--- src/rtl/cpu_ram_arbiter_if.sv ---
// Requester-side RAM access port: request/write bus out, grant and read response back.
interface cpu_ram_arbiter_if #(
  parameter int AW = 8,
  parameter int DW = 16
);
  logic          req;
  logic          we;
  logic [AW-1:0] addr;
  logic [DW-1:0] wdata;
  logic          gnt;
  logic          rvalid;
  logic [DW-1:0] rdata;

  modport master (output req, we, addr, wdata, input gnt, rvalid, rdata);
  modport slave  (input req, we, addr, wdata, output gnt, rvalid, rdata);
endinterface

--- src/rtl/cpu_ram_arbiter.sv ---
// cpu_ram_arbiter: weighted round-robin sharing of a single-port synchronous RAM
// between the CPU (port a) and the program loader / debug port (port b).
// Optional macro ARB_LOCK_EN adds B_LOCK, which lets the loader override arbitration.
module cpu_ram_arbiter #(
  parameter int AW        = 8,
  parameter int DW        = 16,
  parameter int BURST_MAX = 4
) (
  input  logic          CLK,
  input  logic          CLR,
  cpu_ram_arbiter_if.slave a,
  cpu_ram_arbiter_if.slave b,
`ifdef ARB_LOCK_EN
  input  logic          B_LOCK,
`endif
  output logic          RAM_EN,
  output logic          RAM_WE,
  output logic [AW-1:0] RAM_ADDR,
  output logic [DW-1:0] RAM_WDATA,
  input  logic [DW-1:0] RAM_RDATA,
  output logic [7:0]    CONTEND_CNT
);

  typedef enum logic {SEL_A = 1'b0, SEL_B = 1'b1} sel_e;

  localparam logic [3:0] BM = 4'(BURST_MAX);

  sel_e       last;
  logic [3:0] run;
  logic       rv_a, rv_b;
  logic       contested, lock, flip, a_gnt, b_gnt;

`ifdef ARB_LOCK_EN
  assign lock = B_LOCK;
`else
  assign lock = 1'b0;
`endif

  assign contested = a.req & b.req;

  // RUN=0 marks "no contested run in progress", so a fresh contest goes to the
  // requester that did not win last; this is what makes A win the first contest
  // after reset (LAST=B) and keeps every run exactly BURST_MAX long.
  assign flip = (run == 4'd0) || (run >= BM);

  // Grant decision: combinational from requests and arbiter state, suppressed in reset.
  always_comb begin
    a_gnt = 1'b0;
    b_gnt = 1'b0;
    if (!CLR) begin
      if (contested) begin
        if (lock)
          b_gnt = 1'b1;
        else if (flip)
          b_gnt = (last == SEL_A);
        else
          b_gnt = (last == SEL_B);
        a_gnt = ~b_gnt;
      end else begin
        a_gnt = a.req;
        b_gnt = b.req;
      end
    end
  end

  // RAM request mux: winner's bus in the grant cycle, all zero when idle.
  always_comb begin
    RAM_EN    = a_gnt | b_gnt;
    RAM_WE    = 1'b0;
    RAM_ADDR  = '0;
    RAM_WDATA = '0;
    if (a_gnt) begin
      RAM_WE    = a.we;
      RAM_ADDR  = a.addr;
      RAM_WDATA = a.wdata;
    end else if (b_gnt) begin
      RAM_WE    = b.we;
      RAM_ADDR  = b.addr;
      RAM_WDATA = b.wdata;
    end
  end

  // Arbiter state, contention counter and read-response steering.
  always_ff @(posedge CLK) begin
    if (CLR) begin
      last        <= SEL_B;
      run         <= '0;
      rv_a        <= 1'b0;
      rv_b        <= 1'b0;
      CONTEND_CNT <= '0;
    end else begin
      rv_a <= a_gnt & ~a.we;
      rv_b <= b_gnt & ~b.we;
      if (contested) begin
        if (CONTEND_CNT != 8'hFF)
          CONTEND_CNT <= CONTEND_CNT + 8'd1;
        if (lock) begin
          last <= SEL_B;
          run  <= '0;
        end else if (flip) begin
          last <= (last == SEL_A) ? SEL_B : SEL_A;
          run  <= 4'd1;
        end else begin
          run  <= run + 4'd1;
        end
      end else if (a_gnt) begin
        last <= SEL_A;
        run  <= '0;
      end else if (b_gnt) begin
        last <= SEL_B;
        run  <= '0;
      end
    end
  end

  // A response whose cycle coincides with CLR is dropped, so RVALID is also
  // masked while CLR is high rather than only cleared at the next edge.
  assign a.gnt    = a_gnt;
  assign b.gnt    = b_gnt;
  assign a.rvalid = rv_a & ~CLR;
  assign b.rvalid = rv_b & ~CLR;
  assign a.rdata  = RAM_RDATA;
  assign b.rdata  = RAM_RDATA;

endmodule
--- src/flat_wrapper.sv ---
// flat-port wrapper written by rule: the top's interface ports become plain ports
module cpu_ram_arbiter_flat 
#(
  parameter int AW        = 8,
  parameter int DW        = 16,
  parameter int BURST_MAX = 4
)
  (CLK, CLR, RAM_EN, RAM_WE, RAM_ADDR, RAM_WDATA, RAM_RDATA, CONTEND_CNT, a_req, a_we, a_addr, a_wdata, a_gnt, a_rvalid, a_rdata, b_req, b_we, b_addr, b_wdata, b_gnt, b_rvalid, b_rdata);
  cpu_ram_arbiter_if #(.AW(AW), .DW(DW)) a_i ();
  cpu_ram_arbiter_if #(.AW(AW), .DW(DW)) b_i ();
  input  logic CLK;
  input  logic CLR;
  output logic RAM_EN;
  output logic RAM_WE;
  output logic [AW-1:0] RAM_ADDR;
  output logic [DW-1:0] RAM_WDATA;
  input  logic [DW-1:0] RAM_RDATA;
  output logic [7:0] CONTEND_CNT;
  input wire logic [$bits(a_i.req)-1:0] a_req;
  input wire logic [$bits(a_i.we)-1:0] a_we;
  input wire logic [$bits(a_i.addr)-1:0] a_addr;
  input wire logic [$bits(a_i.wdata)-1:0] a_wdata;
  output wire logic [$bits(a_i.gnt)-1:0] a_gnt;
  output wire logic [$bits(a_i.rvalid)-1:0] a_rvalid;
  output wire logic [$bits(a_i.rdata)-1:0] a_rdata;
  input wire logic [$bits(b_i.req)-1:0] b_req;
  input wire logic [$bits(b_i.we)-1:0] b_we;
  input wire logic [$bits(b_i.addr)-1:0] b_addr;
  input wire logic [$bits(b_i.wdata)-1:0] b_wdata;
  output wire logic [$bits(b_i.gnt)-1:0] b_gnt;
  output wire logic [$bits(b_i.rvalid)-1:0] b_rvalid;
  output wire logic [$bits(b_i.rdata)-1:0] b_rdata;
  assign a_i.req = a_req;
  assign a_i.we = a_we;
  assign a_i.addr = a_addr;
  assign a_i.wdata = a_wdata;
  assign a_gnt = a_i.gnt;
  assign a_rvalid = a_i.rvalid;
  assign a_rdata = a_i.rdata;
  assign b_i.req = b_req;
  assign b_i.we = b_we;
  assign b_i.addr = b_addr;
  assign b_i.wdata = b_wdata;
  assign b_gnt = b_i.gnt;
  assign b_rvalid = b_i.rvalid;
  assign b_rdata = b_i.rdata;
  cpu_ram_arbiter #(.AW(AW), .DW(DW), .BURST_MAX(BURST_MAX)) u_core (.CLK(CLK), .CLR(CLR), .a(a_i), .b(b_i), .RAM_EN(RAM_EN), .RAM_WE(RAM_WE), .RAM_ADDR(RAM_ADDR), .RAM_WDATA(RAM_WDATA), .RAM_RDATA(RAM_RDATA), .CONTEND_CNT(CONTEND_CNT));
endmodule
--- config.mk ---
export PLATFORM = sky130hd
export DESIGN_NAME = cpu_ram_arbiter_flat
export DESIGN_NICKNAME = d
export VERILOG_FILES = /design/src/rtl/cpu_ram_arbiter_if.sv /design/src/rtl/cpu_ram_arbiter.sv /design/src/flat_wrapper.sv
export SDC_FILE = /design/constraint.sdc
export NUM_CORES = 1
export LEC_CHECK = 0
export BUFFER_PORTS_ARGS = -buffer_cell sky130_fd_sc_hd__buf_2
export CORE_MARGIN = 2
export CORE_UTILIZATION = 35
export DETAILED_ROUTE_END_ITERATION = 8
export PLACE_DENSITY_LB_ADDON = 0.2
export SYNTH_ARGS = -nofsm -noshare
export SYNTH_HDL_FRONTEND = slang
export SYNTH_SLANG_ARGS = --single-unit
--- constraint.sdc ---
create_clock -name CLK -period 2 [get_ports CLK]
set_input_delay 0.2 -clock CLK [delete_from_list [all_inputs] [get_ports CLK]]
set_output_delay 0.2 -clock CLK [all_outputs]
set_load 0.01 [all_outputs]
# After elaboration in Yosys (flattened, before gate mapping)
# Index checks and enable logic that the tools add are counted.
word_totals:
  ff_bits: 15
  mem_bits_ro: 0
  latch_bits: 0
  in_bits: 70
  mem_bits_rw: 0
  mem_count: 0
  word_cells: 48
classes:
  n_mux: 22
  div: 0
  addsub: 2
  n_lt_le_gt_ge: 1
  n_eq_ne: 2
  reduce_logical: 5
  multipliers: 0
  shift: 0
  n_bitwise: 11
ops:
  columns: ["op", "n"]
  rows:
  - ["$mux 16", 2]
  - ["$mux 4", 4]
  - ["$mux 8", 2]
  - ["$mux 1", 14]
  - ["$add 8x1->8 const B", 1]
  - ["$ne 8x8->1 const B", 1]
  - ["$and 1x1->1", 5]
  - ["$not 1->1", 5]
  - ["$add 4x1->4 const B", 1]
  - ["$ge 4x3->1 const B", 1]
  - ["$logic_not 4->1", 1]
  - ["$reduce_and 2->1", 2]
  - ["$reduce_bool 3->1", 1]
  - ["$ne 2x2->1 const B", 1]
  - ["$logic_or 1x1->1", 1]
  - ["$or 1x1->1", 1]

# Logic depth before layout (Yosys ltp)
# Gate-level depths: netlist (run 1).
depth:
  word_depth: 10
  depth_mapped: 7
  mapped_depth_nobuf: 6

# Worst setup path before layout (run 1)
# No wires, ideal clock.
synth_timing:
  path_type: "register to output"
  start: "register u_core.run[0]"
  end: "output RAM_WDATA[10]"
  path_stages_with_launch: 7
  slack_ns: 0.077
  arrival_time_ns: 1.723
  path_cell_list: "dfxtp_1 -> inv_1 -> ha_1 -> or4_4 -> a31oi_4 -> buf_8 -> a22o_1"
synth_between:
  elab_chain_len: 9
synth_rtl:
  columns: ["element", "line_no", "text"]
  rows:
  - ["start: declaration", "cpu_ram_arbiter.sv:29", "logic [3:0] run;"]
  - ["start signal: assignment", "cpu_ram_arbiter.sv:104", "run <= run + 4'd1;"]
  - ["$ge 4x3->1 or $logic_not 4->1 (tied branches)", "cpu_ram_arbiter.sv:44", "assign flip = (run == 4'd0) || (run >= BM);"]
  - ["$logic_or 1x1->1 (*)", "cpu_ram_arbiter.sv:44", null]
  - ["$mux 1 (*)", "cpu_ram_arbiter.sv:54", "else if (flip)"]
  - ["$mux 1 (*)", "cpu_ram_arbiter.sv:51", "if (contested) begin"]
  - ["$mux 1 (*)", "cpu_ram_arbiter.sv:50", "if (!CLR) begin"]
  - ["$not 1->1 (*)", "cpu_ram_arbiter.sv:58", "a_gnt = ~b_gnt;"]
  - ["$mux 1 (*)", "cpu_ram_arbiter.sv:51", null]
  - ["$mux 1 (*)", "cpu_ram_arbiter.sv:50", null]
  - ["net a_gnt", "flat_wrapper.sv:23", "output wire logic [$bits(a_i.gnt)-1:0] a_gnt;"]
  - ["$mux 16 (*)", "cpu_ram_arbiter.sv:72", "if (a_gnt) begin"]
  - ["end: declaration", "flat_wrapper.sv:16", "output logic [DW-1:0] RAM_WDATA;"]
# Mark *: on every way through the listed nets, which the timed path passes. The rest lies on a longest branch. The select of a mux whose other input is x is not followed.

# Worst setup path in the final report (run 1)
layout_timing:
  start: "register u_core.run[0]"
  end: "output RAM_ADDR[0]"
layout_between:
  elab_chain_len: 9
layout_rtl:
  columns: ["element", "line_no", "text"]
  rows:
  - ["$ge 4x3->1 or $logic_not 4->1 (tied branches)", "cpu_ram_arbiter.sv:44", null]
  - ["$logic_or 1x1->1 (*)", "cpu_ram_arbiter.sv:44", null]
  - ["$mux 1 (*)", "cpu_ram_arbiter.sv:54", null]
  - ["$mux 1 (*)", "cpu_ram_arbiter.sv:51", null]
  - ["$mux 1 (*)", "cpu_ram_arbiter.sv:50", null]
  - ["$mux 1 or $not 1->1 (tied branches)", "cpu_ram_arbiter.sv:51, cpu_ram_arbiter.sv:58", null]
  - ["$mux 1, on equally long branches", "cpu_ram_arbiter.sv:50, cpu_ram_arbiter.sv:51", null]
  - ["$mux 8 or $mux 1 (tied branches)", "cpu_ram_arbiter.sv:76, cpu_ram_arbiter.sv:50", null]
  - ["$mux 8 (*)", "cpu_ram_arbiter.sv:72", null]
  - ["end: declaration", "flat_wrapper.sv:15", "output logic [AW-1:0] RAM_ADDR;"]
# Mark *: on every way between the ends. The rest lies on a longest branch, timed or not. The select of a mux whose other input is x is not followed.

==> metrics.yaml, run 1 <==
run_status: "complete, but fails checks"
violations_in_the_final_reports: "setup timing"
postCtsHoldBufs: 0
cts.reportedPaths.clkPinSlew_ns: 0.09
ant_nets: 0
route.detailed.vias_per_inst: 5.07
fp.dieArea_um2: 4150
relSlewSlack_pct: 72.2
route.detailed.wl_per_inst_um: 13.8
drc: 0
die-height_um: 64.4
worstHoldStart: "b_we"
final_min_period_over_clock_period_pct: 109
cell_rows: 21
final_layout_size_suffix_gt1_share_pct: 54.3
worst-endpoint-required_ns: 1.80
startpoint_type: "register"
minimum_setup_slack_among_reg_to_reg_paths_ns: 0.34
synth_cells: 146
clock_sink_count: 15
crit_path_max_incr_delay_ns: 0.44
synth_sequential_area_ratio_pct: 23.5
mappedNetlistArea_um2: 1280
start_util_pct: 37.4
route.final.wire_length_mm: 3.54
number_of_antenna_violations_at_the_first_check_in_global_routing: 0
max-vdd-ir-drop_uv: 405
holdPathStages: 2
cpMaxStageDelayCell: "sky130_fd_sc_hd__or4_4"
critPathArrivalTime_ns: 1.97
path_max_fanout: 13
final_core_utilization_pct: 48.0
cp_cell_sequence: "inv_2 -> ha_4 -> or4_4 -> a31oi_4 -> clkbuf_16 -> a22o_1 -> buf_2"
net_count_after_synthesis: 219
dp_cells: 249
grt_start_max_net_pins: 28
synth_seq_cells: 15
layout.cells.non_filler: 256
core_area_um2: 3420
m1_gr_usage_pct: 16.2
final_hold_violation_count: 0
setup_violations: 27
final_period_minus_worst_setup_slack_ns: 2.17
rsz0062_at_grt: "true"
grt_util_all_layers_pct: 15.1
yosysWarnings: 0
fin_worst_skew_ns: 0.00466
worst_r2r_path_depth: 8
flow.area_growth_from_synthesis_pct: 28.3
maxCapViolations: 0
power-per-cell-area_nw_per_um2: 450
grt_util_met3_pct: 5.21
floorplan.io_pins: 140
fmax_ghz: 0.460
clockBufferDepth: 2
reg2reg_from: "u_core.run[0]"
hold_path_class: "in2reg"
antennaDiodeCount: 0
first_pass_grt_wire_length_mm: 5.15
vias_in_the_first_global_route: 1189
tightest_slew_ns: 0.414
routabilityCongestion: 0.748
clock_tree.root_cell: "sky130_fd_sc_hd__clkbuf_4"
gr-max-usage-layer: "met2"
grt_overflow_total: 0
post_synth.cell_area_avg_um2: 8.75
report.power.total_mw: 0.738
port_buffers: 91
die_w_um: 64.4
dr_total_vias: 1297
fin_tns_setup_ns: -3.78
drt_pass1_iterations: 4
worstSkewPairLatency_ns: 0.28
p_leak_nw: 0.846
finalWorstSetupSlack_ns: -0.174
min_delay_worst_endpoint: "u_core.rv_b"
criticalPathCategory: "reg2out"
tritoncts: "done"
dp_hpwl_mm: 2.72
timing.critical_path.to_type: "output pin"
yosysUniqueCellTypes: 39
final_net_count: 284
ctsHtreeMaxLevel: 1
report.final.slew_viol_count: 0
met2_routing_resource_usage_after_global_routing_pct: 27.7
drt_iter0_markers: 43
reg2reg_to: "u_core.rv_b"
cts_inserted_buffers: 3
flip-flops by register name (all words and copies together), names as in the netlist:
register            flops
u_core.CONTEND_CNT      8
u_core.last             1
u_core.run              4
u_core.rv_a             1
u_core.rv_b             1
layout by cell type, fill, tap and decap left out, types with 2 or more instances in the layout:
cell                        n
sky130_fd_sc_hd__a32oi_1    2
sky130_fd_sc_hd__a211oi_1   3
sky130_fd_sc_hd__buf_4      4
sky130_fd_sc_hd__ha_1       2
sky130_fd_sc_hd__a21oi_1    7
sky130_fd_sc_hd__clkbuf_4   3
sky130_fd_sc_hd__dfxtp_2    2
sky130_fd_sc_hd__buf_6      4
sky130_fd_sc_hd__nand2b_1   2
sky130_fd_sc_hd__nand2_1    5
sky130_fd_sc_hd__buf_2     90
sky130_fd_sc_hd__nor3_1     4
sky130_fd_sc_hd__and4_1     2
sky130_fd_sc_hd__nor2b_1    3
sky130_fd_sc_hd__nor2_1    11
sky130_fd_sc_hd__dfxtp_1   13
sky130_fd_sc_hd__a22o_1    24
sky130_fd_sc_hd__inv_2      2
worst max path at each step:
stage	cells after the start	slack, ns	start	end
floorplan	6	0.08	u_core.run[0]	RAM_WDATA[10]
global route	7	-0.23	u_core.run[0]	RAM_ADDR[0]
finish	7	-0.17	u_core.run[0]	RAM_ADDR[0]
CTS	7	-0.17	u_core.run[1]	RAM_WDATA[5]
global placement	8	0.09	u_core.run[1]	RAM_ADDR[7]
detailed placement	8	0.03	u_core.run[1]	RAM_ADDR[2]
per-stage QoR:
stage                     hold WS (ns)  area (um2)  setup WS, ns
after floorplan                  0.272        1280        0.0767
after global placement           0.393        1540        0.0947
after detailed placement         0.388        1540        0.0330
after CTS                       0.0881        1600        -0.172
after global routing            0.0884        1640        -0.229
final                           0.0899        1640        -0.174
cells by family (layout without fill, tap and decap cells):
logic type | count (synthesis) | after routing | share of synthesized area, %
AO/OA/AOI/OAI | 44 | 44 | 30.0
XOR/XNOR | 2 | 2 | 1.37
adder cells (fa/ha/maj) | 3 | 3 | 2.94
buffers and inverters | 43 | 107 | 25.2
flip-flops | 15 | 15 | 23.5
multiplexers | 1 | 1 | 0.784
AND/OR/NAND/NOR | 38 | 38 | 16.3
critical path: cells and delay by family, from the launching register on:
kind | cells | cell delay, ns
adders and majority gates | 1 | 0.15
AOI/OAI and AO/OA | 2 | 0.38
DFF | 1 | 0.35
and+or+nand+nor | 1 | 0.44
buffers and inverters | 3 | 0.38
where the power goes:
group,internal [mW],switching (mW)
Combinational,0.135,0.116
Clock,0.0774,0.0982
Sequential,0.306,0.00580
synthesized netlist by cell type:
master / n / area [um2]
sky130_fd_sc_hd__a211oi_1: 3 / 22.5
sky130_fd_sc_hd__a21oi_1: 7 / 35.0
sky130_fd_sc_hd__a21oi_2: 1 / 8.76
sky130_fd_sc_hd__a22o_1: 24 / 210
sky130_fd_sc_hd__a22o_4: 1 / 17.5
sky130_fd_sc_hd__a31oi_1: 1 / 6.26
sky130_fd_sc_hd__a31oi_4: 1 / 21.3
sky130_fd_sc_hd__a32oi_1: 2 / 17.5
sky130_fd_sc_hd__a41o_1: 1 / 10.0
sky130_fd_sc_hd__and2_1: 1 / 6.26
sky130_fd_sc_hd__and2b_1: 1 / 7.51
sky130_fd_sc_hd__and3_1: 1 / 6.26
sky130_fd_sc_hd__and4_1: 2 / 17.5
sky130_fd_sc_hd__and4b_1: 1 / 10.0
sky130_fd_sc_hd__buf_2: 2 / 10.0
sky130_fd_sc_hd__buf_4: 32 / 240
sky130_fd_sc_hd__buf_6: 2 / 22.5
sky130_fd_sc_hd__buf_8: 2 / 30.0
sky130_fd_sc_hd__clkbuf_1: 2 / 7.51
sky130_fd_sc_hd__dfxtp_1: 15 / 300
sky130_fd_sc_hd__ha_1: 3 / 37.5
sky130_fd_sc_hd__inv_1: 3 / 11.3
sky130_fd_sc_hd__mux2i_1: 1 / 10.0
sky130_fd_sc_hd__nand2_1: 6 / 22.5
sky130_fd_sc_hd__nand2b_1: 2 / 12.5
sky130_fd_sc_hd__nand3_1: 1 / 5.00
sky130_fd_sc_hd__nand4_1: 1 / 6.26
sky130_fd_sc_hd__nor2_1: 11 / 41.3
sky130_fd_sc_hd__nor2b_1: 3 / 18.8
sky130_fd_sc_hd__nor3_1: 4 / 20.0
sky130_fd_sc_hd__nor4b_1: 1 / 8.76
sky130_fd_sc_hd__o21ai_0: 1 / 5.00
sky130_fd_sc_hd__o31ai_1: 1 / 7.51
sky130_fd_sc_hd__o31ai_4: 1 / 21.3
sky130_fd_sc_hd__or3_1: 1 / 6.26
sky130_fd_sc_hd__or4_1: 1 / 7.51
sky130_fd_sc_hd__or4_4: 1 / 11.3
sky130_fd_sc_hd__xnor2_1: 1 / 8.76
sky130_fd_sc_hd__xor2_1: 1 / 8.76
routing by layer:
metal  part of all wire, %  vias to the layer above
li1                      -                      633
met1                    40                      595
met2                    48                       59
met3                   9.6                       10
met4                   1.5                        0
met5                     0                        -
cell type report:
| class | count | area, um2 |
|---|---|---|
| timing repair buffer | 100 | 571 |
| clock buffer | 4 | 26.3 |
| tap | 46 | 57.6 |
| fill | 338 | 1780 |
| inverter | 3 | 11.3 |
| multi-input combinational | 88 | 671 |
| sequential | 15 | 303 |
repair_timing:
action	CTS	global route
resized for setup	10	1
pin swaps	1	1
buffers inserted	0	2
setup endpoints to repair	27	27
cloned	0	1
(Power assumes the default switching activity.)
==> run 2, diff against run 1 <==
--- a/config.mk
+++ b/config.mk
@@ -5,10 +5,12 @@
 export SDC_FILE = /design/constraint.sdc
 export NUM_CORES = 1
 export LEC_CHECK = 0
+export ABC_AREA = 1
 export BUFFER_PORTS_ARGS = -buffer_cell sky130_fd_sc_hd__buf_2
 export CORE_MARGIN = 2
-export CORE_UTILIZATION = 35
+export CORE_UTILIZATION = 25
 export DETAILED_ROUTE_END_ITERATION = 8
+export GPL_ROUTABILITY_DRIVEN = 0
 export PLACE_DENSITY_LB_ADDON = 0.2
 export SYNTH_ARGS = -nofsm -noshare
 export SYNTH_HDL_FRONTEND = slang
==> metrics.yaml, run 2 <==
die-height_um: 83.9
seqPwrFrac_pct: 34.9
route.detailed.wl_per_inst_um: 12.3
cpMaxStageDelayCell: "sky130_fd_sc_hd__dfxtp_2"
tightest_slew_ns: 0.436
route.detailed.vias_per_inst: 4.51
cts_inserted_buffers: 3
pwr-share-clk_pct: 26.9
startpoint_type: "register"
clock_sink_count: 15
synth.most_common_cell: "sky130_fd_sc_hd__nand2_1"
hold_path_class: "in2reg"
synth_cells: 242
drc: 0
timing.critical_path.to_type: "output pin"
worstSkewPairLatency_ns: 0.24
cell_internal_pwr_mw: 0.583
vias_in_the_first_global_route: 1484
fin_worst_skew_ns: 0.000533
maxCapViolations: 0
path_max_fanout: 6
route.final.wire_length_mm: 4.71
crit_path_depth: 11
criticalPathCategory: "reg2out"
floorplan.io_pins: 140
critPathArrivalTime_ns: 1.70
cts.reportedPaths.clkPinSlew_ns: 0.06
first_pass_grt_wire_length_mm: 7.11
core_area_um2: 6280
worst-endpoint-required_ns: 1.80
net_count_after_synthesis: 315
mappedNetlistArea_um2: 1600
ys.flop_type: "sky130_fd_sc_hd__dfxtp_1"
run_status: "complete, no violations"
p_leak_nw: 1.10
report.final.slew_viol_count: 0
grt_overflow_total: 0
most_used_cells_in_the_layout_excluding_fill_and_tap_cells: "sky130_fd_sc_hd__buf_2 (91), sky130_fd_sc_hd__nand2_1 (58), sky130_fd_sc_hd__nand3_1 (40)"
switchingPower_mw: 0.321
holdPathStages: 2
dp_cells: 371
hold_ws_ns: 0.126
final_layout_size_suffix_gt1_share_pct: 47.5
synth-edff-count: 0
multiInputGateArea_um2: 1060
ant_nets: 0
cp-startpoint: "u_core.run[0]"
power-per-cell-area_nw_per_um2: 434
timing.critical_path.buf_inv: 3
top_metal_used: "met4"
final_hold_violation_count: 0
post_synth.cell_area_avg_um2: 6.60
comb_power_share_pct: 38.3
finalWorstSetupSlack_ns: 0.0998
antennaDiodeCount: 0
met2RoutedLength_mm: 2.38
cell_rows: 29
crit_path_max_incr_delay_ns: 0.34
final_period_minus_worst_setup_slack_ns: 1.90
netlist_top_cells_area: "sky130_fd_sc_hd__dfxtp_1 (19%), sky130_fd_sc_hd__buf_4 (16%), sky130_fd_sc_hd__nand2_1 (14%)"
crit_top_cell: "sky130_fd_sc_hd__nand2_8"
largest_registers: "u_core.CONTEND_CNT x8, u_core.run x4"
max-vdd-ir-drop_uv: 284
drt_pass1_iterations: 4
fp.dieArea_um2: 7050
final_net_count: 379
synth.largest_area_cell: "sky130_fd_sc_hd__dfxtp_1"
cp_cell_sequence: "inv_2 -> ha_4 -> nor2_4 -> nand2_4 -> inv_4 -> nand2_8 -> nand2_8 -> nand2_8 -> nand3_2 -> nand2_1 -> buf_2"
final_min_period_over_clock_period_pct: 95.0
net_sw_share_pct: 35.5
die_w_um: 83.9
clock_tree.root_cell: "sky130_fd_sc_hd__clkbuf_8"
synth_sequential_area_ratio_pct: 18.8
grt_util_all_layers_pct: 11.9
synth_top_area_share_pct: 18.8
yosysWarnings: 0
largest_register_ff_count: 8
fmax_ghz: 0.526
drt_iter0_markers: 68
setup_violations: 0
number_of_antenna_violations_at_the_first_check_in_global_routing: 0
synth_seq_cells: 15
timing.critical_path.max_delay_family: "simple AND/OR/NAND/NOR gates"
tritoncts: "done"
yosysUniqueCellTypes: 24
layout.cells.non_filler: 382
reg2reg_from: "u_core.run[0]"
clockBufferDepth: 2
flow.area_growth_from_synthesis_pct: 30.4
regMostFlops: "u_core.CONTEND_CNT"
ctsHtreeMaxLevel: 1
dp_hpwl_mm: 3.30
grt_start_max_net_pins: 27
dr_total_vias: 1721
start_util_pct: 25.5
synth.top_cells.by_count: "sky130_fd_sc_hd__nand2_1 (59), sky130_fd_sc_hd__nand3_1 (44), sky130_fd_sc_hd__buf_4 (34)"
final.fill_count: 709
most_common_cell_after_layout_fill_and_taps_aside: "sky130_fd_sc_hd__buf_2"
relSlewSlack_pct: 71.0
met3WireLength_um: 327
pre_cts_worst_setup_slack_ns: 0.203
port_buffers: 91
worst_r2r_path_depth: 10
synth_async_sr_flop_share_pct: 0
postCtsHoldBufs: 0
met1Wirelength_mm: 1.94
worstHoldStart: "b_we"
seq_area_um2: 303
## run 2: cell types whose count changed in the layout (fill, tap and decap cells not counted), moves of 4 or more
cell and delta:
sky130_fd_sc_hd__nand3_2 +14, sky130_fd_sc_hd__nand3_1 +39, sky130_fd_sc_hd__nand2_8 +6, sky130_fd_sc_hd__nor3_1 -4, sky130_fd_sc_hd__nand2_1 +53, sky130_fd_sc_hd__nor2_1 +5, sky130_fd_sc_hd__buf_6 -4, sky130_fd_sc_hd__nand2_4 +4
sky130_fd_sc_hd__inv_1 +15, sky130_fd_sc_hd__a22o_1 -24
## run 2: layer usage
metal / vias up / global-route usage, %
met5: - / 0
met4: 0 / 3.96
met3: 12 / 2.18
met2: 56 / 20.8
met1: 776 / 14.7
li1: 877 / -
## run 2: cells by family (layout without fill, tap and decap cells)
kind of cell	after synthesis	count (layout)	synth area share, %
AND/OR/NAND/NOR	144	149	45.5
buffers and inverters	64	122	26.4
flip-flops	15	15	18.8
AO/OA/AOI/OAI	11	11	3.92
adder cells (fa/ha/maj)	5	5	3.76
XOR/XNOR	3	3	1.64
## run 2: through the flow
step	instance area [um2]	utilization, %	power (mW)	TNS, ns
floorplan	1600	-	0.560	0
global placement	1830	29.2	0.602	0
detailed placement	1830	29.2	0.602	0
CTS	1900	30.2	0.856	-0.0124
global route	2080	33.2	0.963	-0.00467
finish	2080	33.2	0.904	0
## run 2: final timing paths
kind | slack [ns] | to
worst min register to register | 0.45 | u_core.run[3]
worst max-delay path | 0.1 | RAM_WDATA[4]
worst max register to register | 0.58 | u_core.rv_a
worst min-delay path | 0.13 | u_core.rv_b
## run 2: repair_timing
action	4_1_cts	5_1_grt
cloned	1	4
gates resized for setup	2	24
setup buffers	0	2
pin swaps	1	7
setup endpoints to repair	18	28
hold endpoints to repair	0	0
## run 2: cell type report
| type | instances | share of cell area [%] |
|---|---|---|
| repair buffers | 95 | 23.3 |
| flip-flops and latches | 15 | 14.5 |
| inverters | 23 | 4.32 |
| clock inverters | 1 | 0.240 |
| well taps | 77 | 4.62 |
| clock buffers | 3 | 1.98 |
| multi-input cells | 168 | 51.0 |
## run 2: power by group through the flow
stage | Sequential [mW] | Clock, mW | Combinational (mW)
after floorplan | 0.320 | 0 | 0.240
after global placement | 0.319 | 0 | 0.283
after detailed placement | 0.320 | 0 | 0.283
final | 0.315 | 0.243 | 0.346
after CTS | 0.313 | 0.250 | 0.293
after global routing | 0.316 | 0.264 | 0.382
